`config.mk`:
```
export PLATFORM = sky130hd
export DESIGN_NAME = retire_trace_buf
export DESIGN_NICKNAME = d
export VERILOG_FILES = /design/src/rtl/package_decode.sv /design/src/rtl/trace_pkg.sv /design/src/rtl/retire_classify.sv /design/src/rtl/retire_trace_buf.sv
export SDC_FILE = /design/constraint.sdc
export NUM_CORES = 2
export LEC_CHECK = 0
export BUFFER_PORTS_ARGS = -buffer_cell sky130_fd_sc_hd__buf_4
export CAP_MARGIN = 20
export CORE_MARGIN = 2
export CORE_UTILIZATION = 62
export CTS_BUF_LIST = sky130_fd_sc_hd__clkbuf_4 sky130_fd_sc_hd__clkbuf_8 sky130_fd_sc_hd__clkbuf_16
export DETAILED_ROUTE_END_ITERATION = 8
export PLACE_DENSITY = 0.8
export SLEW_MARGIN = 15
export SYNTH_ARGS = -nofsm -noshare
export SYNTH_HDL_FRONTEND = slang
export SYNTH_HIERARCHICAL = 1
export SYNTH_SLANG_ARGS = --single-unit
```
`constraint.sdc`:
```
create_clock -name clk_i -period 12.4 [get_ports clk_i]
set_input_delay 2.48 -clock clk_i [delete_from_list [all_inputs] [get_ports clk_i]]
set_output_delay 2.48 -clock clk_i [all_outputs]
set_load 0.01 [all_outputs]
```
`src/rtl/package_decode.sv`:
```
// rtl/package_decode.sv - RV32 opcode mask/expected-value pairs shared by decoders
package package_decode;

  localparam logic [31:0] MASK_BRANCH = 32'h0000_007F;
  localparam logic [31:0] EXPT_BRANCH = 32'h0000_0063;
  localparam logic [31:0] MASK_LOAD   = 32'h0000_007F;
  localparam logic [31:0] EXPT_LOAD   = 32'h0000_0003;
  localparam logic [31:0] MASK_STORE  = 32'h0000_007F;
  localparam logic [31:0] EXPT_STORE  = 32'h0000_0023;
  localparam logic [31:0] MASK_JAL    = 32'h0000_007F;
  localparam logic [31:0] EXPT_JAL    = 32'h0000_006F;
  localparam logic [31:0] MASK_JALR   = 32'h0000_707F;
  localparam logic [31:0] EXPT_JALR   = 32'h0000_0067;
  localparam logic [31:0] MASK_AUIPC  = 32'h0000_007F;
  localparam logic [31:0] EXPT_AUIPC  = 32'h0000_0017;

endpackage

```
`src/rtl/trace_pkg.sv`:
```
// rtl/trace_pkg.sv - retire trace record types, size encodings and helpers
package trace_pkg;

  localparam int TR_SEQ_W = 32;

  typedef enum logic [2:0] {
    K_DEFAULT = 3'd0,
    K_BRANCH  = 3'd1,
    K_LOAD    = 3'd2,
    K_STORE   = 3'd3,
    K_JUMP    = 3'd4
  } rec_kind_e;

  localparam logic [2:0] SZ_NONE = 3'b000;
  localparam logic [2:0] SZ_WORD = 3'b001;
  localparam logic [2:0] SZ_HALF = 3'b010;
  localparam logic [2:0] SZ_BYTE = 3'b100;

  typedef struct packed {
    logic [TR_SEQ_W-1:0] seq;
    logic [31:0]         pc;
    logic [31:0]         instr;
    logic [4:0]          rd;
    rec_kind_e           kind;
    logic [2:0]          size;
    logic [11:0]         addr;
    logic [31:0]         data;
  } trace_rec_t;

  function automatic logic insn_match(input logic [31:0] instr,
                                      input logic [31:0] mask,
                                      input logic [31:0] expt);
    return (instr & mask) == expt;
  endfunction

  // funct3[1:0] carries the access width for both loads and stores
  function automatic logic [2:0] size_from_funct3(input logic [2:0] funct3);
    logic [2:0] sz;
    case (funct3[1:0])
      2'b00:   sz = SZ_BYTE;
      2'b01:   sz = SZ_HALF;
      2'b10:   sz = SZ_WORD;
      default: sz = SZ_NONE;
    endcase
    return sz;
  endfunction

endpackage

```
`src/rtl/retire_classify.sv`:
```
// rtl/retire_classify.sv - combinational instruction classifier: kind, access size, rd
module retire_classify
  import trace_pkg::*;
  import package_decode::*;
(
  input  logic [31:0] instr_i,
  output rec_kind_e   kind_o,
  output logic [2:0]  size_o,
  output logic [4:0]  rd_o
);

  logic w_is_branch;
  logic w_is_load;
  logic w_is_store;
  logic w_is_jump;

  assign w_is_branch = insn_match(instr_i, MASK_BRANCH, EXPT_BRANCH);
  assign w_is_load   = insn_match(instr_i, MASK_LOAD,   EXPT_LOAD);
  assign w_is_store  = insn_match(instr_i, MASK_STORE,  EXPT_STORE);
  assign w_is_jump   = insn_match(instr_i, MASK_JAL,    EXPT_JAL)  ||
                       insn_match(instr_i, MASK_JALR,   EXPT_JALR) ||
                       insn_match(instr_i, MASK_AUIPC,  EXPT_AUIPC);

  assign rd_o = instr_i[11:7];

  always_comb begin
    kind_o = K_DEFAULT;
    size_o = SZ_NONE;
    if (w_is_branch) begin
      kind_o = K_BRANCH;
    end else if (w_is_load) begin
      kind_o = K_LOAD;
      size_o = size_from_funct3(instr_i[14:12]);
    end else if (w_is_store) begin
      kind_o = K_STORE;
      size_o = size_from_funct3(instr_i[14:12]);
    end else if (w_is_jump) begin
      kind_o = K_JUMP;
    end
  end

endmodule

```
`src/rtl/retire_trace_buf.sv`:
```
// rtl/retire_trace_buf.sv - retire record capture FIFO with sequence numbers and loss reporting
module retire_trace_buf
  import trace_pkg::*;
#(
  parameter int DEPTH  = 16,
  parameter int SEQ_W  = 32,
  parameter int DROP_W = 16
) (
  input  logic                     clk_i,
  input  logic                     rst_i,
  input  logic                     insn_vld_i,
  input  logic [31:0]              pc_i,
  input  logic [31:0]              instr_i,
  input  logic [31:0]              wb_data_i,
  input  logic [11:0]              ls_addr_i,
  input  logic [31:0]              ld_data_i,
  input  logic [31:0]              st_data_i,
  input  logic                     flush_i,
  output logic                     rec_vld_o,
  input  logic                     rec_rdy_i,
  output trace_rec_t               rec_o,
  output logic [$clog2(DEPTH):0]   level_o,
  output logic [DROP_W-1:0]        drop_cnt_o,
  output logic                     ovf_o
);

  localparam int AW = $clog2(DEPTH);
  localparam int PW = AW + 1;

  logic [PW-1:0]     r_wr_ptr;
  logic [PW-1:0]     r_rd_ptr;
  logic [SEQ_W-1:0]  r_seq;
  logic [DROP_W-1:0] r_drop;
  logic              r_ovf;
  trace_rec_t        r_mem [DEPTH];

  rec_kind_e   w_kind;
  logic [2:0]  w_size;
  logic [4:0]  w_rd;
  logic [31:0] w_data;
  trace_rec_t  w_rec;
  logic        w_empty;
  logic        w_full;
  logic        w_pop;
  logic        w_push;
  logic        w_drop;

  retire_classify u_classify (
    .instr_i (instr_i),
    .kind_o  (w_kind),
    .size_o  (w_size),
    .rd_o    (w_rd)
  );

  always_comb begin
    w_data = wb_data_i;
    case (w_kind)
      K_LOAD:   w_data = ld_data_i;
      K_STORE:  w_data = st_data_i;
      K_BRANCH: w_data = 32'h0;
      default:  w_data = wb_data_i;
    endcase
  end

  always_comb begin
    w_rec       = '0;
    w_rec.seq   = TR_SEQ_W'(r_seq);
    w_rec.pc    = pc_i;
    w_rec.instr = instr_i;
    w_rec.rd    = w_rd;
    w_rec.kind  = w_kind;
    w_rec.size  = w_size;
    w_rec.addr  = ls_addr_i;
    w_rec.data  = w_data;
  end

  // Pointer MSB differs only when the writer has lapped the reader
  assign w_empty = (r_wr_ptr == r_rd_ptr);
  assign w_full  = (r_wr_ptr[AW] != r_rd_ptr[AW]) &&
                   (r_wr_ptr[AW-1:0] == r_rd_ptr[AW-1:0]);
  assign w_pop   = !w_empty && rec_rdy_i;
  assign w_push  = insn_vld_i && !flush_i && (!w_full || w_pop);
  assign w_drop  = insn_vld_i && !flush_i && w_full && !w_pop;

  always_ff @(posedge clk_i) begin
    if (rst_i) begin
      r_wr_ptr <= '0;
      r_rd_ptr <= '0;
      r_seq    <= '0;
      r_drop   <= '0;
      r_ovf    <= 1'b0;
    end else begin
      if (insn_vld_i) begin
        r_seq <= r_seq + SEQ_W'(1);
      end
      if (flush_i) begin
        r_wr_ptr <= '0;
        r_rd_ptr <= '0;
      end else begin
        if (w_push) begin
          r_wr_ptr <= r_wr_ptr + PW'(1);
        end
        if (w_pop) begin
          r_rd_ptr <= r_rd_ptr + PW'(1);
        end
      end
      if (w_drop) begin
        r_ovf <= 1'b1;
        if (r_drop != '1) begin
          r_drop <= r_drop + DROP_W'(1);
        end
      end
    end
  end

  // Storage carries no reset; rec_o is masked to zero while empty instead
  always_ff @(posedge clk_i) begin
    if (!rst_i && w_push) begin
      r_mem[r_wr_ptr[AW-1:0]] <= w_rec;
    end
  end

  assign rec_vld_o  = !w_empty;
  assign rec_o      = w_empty ? '0 : r_mem[r_rd_ptr[AW-1:0]];
  assign level_o    = r_wr_ptr - r_rd_ptr;
  assign drop_cnt_o = r_drop;
  assign ovf_o      = r_ovf;

endmodule

```
==> flow_metrics.tcl <==
set metrics [dict create \
    status "complete, no violations" \
    r2r_start "r_wr_ptr[2]" \
    setup_ws_ns 5.02 \
    syn_inst 4200 \
    drtIter0Drc 6167 \
    critPathLaunchType "flop" \
    p_clk_share_pct 41.6 \
    startpoint "r_wr_ptr[0]" \
    rsz0062_at_grt "false" \
    cts-htree-levels 4 \
    start_util_pct 62.5 \
    worst_hold_path_type "flop to flop" \
    cts_sinks 2479 \
    post_synth_num_cell_types 46 \
    grt_usage_pct 29.2 \
    dr_total_vias 46799 \
    final_area_um2 108000 \
    endpoint "rec_o[36]" \
    critPathMaxFanout 62 \
    path_class "flop to output pin" \
    synth_edf_count 2416 \
    dp_slack_ns 5.90 \
    num_rows 143 \
    crit_required_ns 9.92 \
    routed_wl_um 227000 \
    syn-num-nets 4389 \
    ctsHoldBuffers 0 \
    holdWs_ns 0.452 \
    p_sw_share_pct 19.7 \
    rr_endpoint "r_mem[13][95]" \
    hpwl_um 111000 \
    setup_tns_ns 0 \
    yosysMostFrequentCell "edfxtp_1" \
    first_global_vias 48314 \
    synth.avg_cell_area_um2 22.6 \
    cts_max_path_buffers 3 \
    post_cts_buffers 0 \
    die_w_um 396 \
    placed_area_um2 100000 \
    die_h_um 396 \
    via_per_inst 6.81 \
    end_kind "output pin" \
    grt_remaining_overflow 0 \
    synth.cell_area_um2 95100 \
    drive_above_1_share_pct 30.6 \
    clock_skew_ns 0.0257 \
    p_sw_w 0.00321 \
    n_fill_cell 8544 \
    synthToLayoutAreaGrowth_pct 13.2 \
    max-cap-violations 0 \
    dieArea_um2 156000 \
    ir_worst_vdd_v 0.000148 \
    max-slew-margin-rel_pct 21.1 \
    reg2reg_depth 8 \
    place_congestion 0.770 \
    seq_area_frac_synth_pct 77.6 \
    clock_latency_ns 0.85 \
    grt_max_degree 165 \
    min_period_ns 7.38 \
    port-buffer-count 350 \
    synth_commonest_cells "edfxtp_1 (2416), mux4_2 (604), mux2i_1 (336)" \
    powerDensity_nw_per_um2 152 \
    tritoncts "yes" \
    synthArstFlopShare_pct 0 \
    setup_violations 0 \
    cts_resized 0 \
    worstPathArrival_ns 4.90 \
    synth_largest_area_cell "edfxtp_1" \
    first_pass_iters 5 \
    design.core.area_um2 152000 \
    p_leak_nw 33.0 \
    cts-root-buf "clkbuf_16" \
    ys_warn_count 6 \
    power_frac_comb_pct 2.1 \
    fin_crit_sh_pct 59.6 \
    antenna_left 0 \
    grt_pass1_wl_um 329000 \
    seq_area_um2 73800 \
    seq_power_share_pct 56.3 \
    wl_per_cell_um 33.0 \
    hold_viol 0 \
    synth_seq_cells 2479 \
    nets 4843 \
    dominantRegCellSynth "edfxtp_1" \
    p_int_w 0.0131 \
    max_freq_ghz 0.135 \
    ios 351 \
    drc 0 \
    clk_pin_slew_ns 0.06 \
    antenna_found_initial 13 \
    synth_area_leaders "edfxtp_1 (76%), mux4_2 (14%), mux2i_1 (3.5%), dfxtp_1 (1.3%), o22ai_1 (0.99%)" \
    yosys.area.top_type_share_pct 76.3 \
    multi_input_area_um2 20300 \
    worst_pin_slew_ns 1.18 \
    drv_slew 0 \
    reg2reg_slack_ns 7.73 \
    fin_util_pct 70.8 \
    cts_buffers 229 \
]
## cell usage in the layout, fill, tap and decap left out, types with 9 or more instances in the layout
master / instances
clkinv_1: 47
mux2_2: 12
mux4_2: 604
xor2_1: 10
nor2_1: 34
o21ai_1: 10
edfxtp_1: 2416
ha_1: 11
o22ai_1: 151
clkbuf_4: 70
nand3_1: 19
bufinv_16: 9
nor4_1: 14
mux2i_1: 336
inv_1: 19
o31ai_1: 16
clkbuf_16: 231
or4_1: 17
nor2b_1: 11
nand2_1: 51
o21ai_0: 32
nor2_4: 16
clkinv_2: 34
dfxtp_1: 60
a21oi_1: 30
xnor2_1: 12
or3_1: 10
buf_4: 450
nand4_1: 15
## state kept, by name (all words and copies together), names as in the netlist, named ones only
signal      count
r_wr_ptr        5
ovf_o           1
r_seq          32
r_rd_ptr        5
drop_cnt_o     16
r_mem        2416
## cell type report
type / instances / area share [%]
Sequential cell: 2479 / 68.6
Multi-Input combinational cell: 1464 / 18.9
Clock buffer: 306 / 5.92
Timing Repair Buffer: 461 / 3.34
Tap cell: 2030 / 2.36
Clock inverter: 110 / 0.820
Inverter: 19 / 0.0663
Antenna cell: 6 / 0.0139
## power groups by stage
stage	combinational, W	sequential, W	clock (W)
6_report	0.000341	0.00919	0.00678
4_1_cts	0.000341	0.00919	0.00685
5_1_grt	0.000365	0.00918	0.00715
3_3_place_gp	0.000322	0.00936	0
3_5_place_dp	0.000337	0.00937	0
2_1_floorplan	0.000139	0.00937	0
## per-layer routing
| layer | share of wire [%] | vias to the layer above | wire length (µm) | global-route usage [%] |
|---|---|---|---|---|
| li1 | - | 18759 | - | - |
| met1 | 36 | 24530 | 82500 | 39.9 |
| met2 | 50 | 3095 | 114000 | 47.5 |
| met3 | 11 | 399 | 24300 | 7.33 |
| met4 | 2.5 | 16 | 5640 | 8.47 |
| met5 | 0.049 | - | 112 | 0 |
## cells by family after synthesis
family | share of synthesized area [%]
multiplexers | 18.0
flip-flops | 77.6
AND/OR/NAND/NOR | 1.29
XOR/XNOR | 0.203
AO/OA/AOI/OAI | 1.58
buffers and inverters | 1.13
adder cells (fa/ha/maj) | 0.166
## metrics by stage
| step | instances | power (W) |
|---|---|---|
| 3_5_place_dp | 6452 | 0.00970 |
| 5_1_grt | 6871 | 0.0167 |
| 3_3_place_gp | 6447 | 0.00969 |
| 4_1_cts | 6868 | 0.0164 |
| 6_report | 6875 | 0.0163 |
| 2_1_floorplan | 4200 | 0.00951 |
## worst min path at each step
stage                     cells past startpoint  start  slack (ns)  endpoint
after CTS                                     2  ovf_o        0.46     ovf_o
after floorplan                               2  ovf_o        0.47     ovf_o
after detailed placement                      2  ovf_o        0.44     ovf_o
after global placement                        2  ovf_o        0.44     ovf_o
final                                         2  ovf_o        0.45     ovf_o
after global routing                          2  ovf_o        0.49     ovf_o
## worst max-delay path, cell delays in order, from the launching register on
cell and delay [ns]:
dfxtp_1 0.38, inv_1 0.11, ha_1 0.32, nand4_1 0.25, or2_2 0.44, nand2b_4 0.59, buf_4 0.99, o22ai_1 0.58
buf_4 0.32
Power figures use the tool's default switching activity.
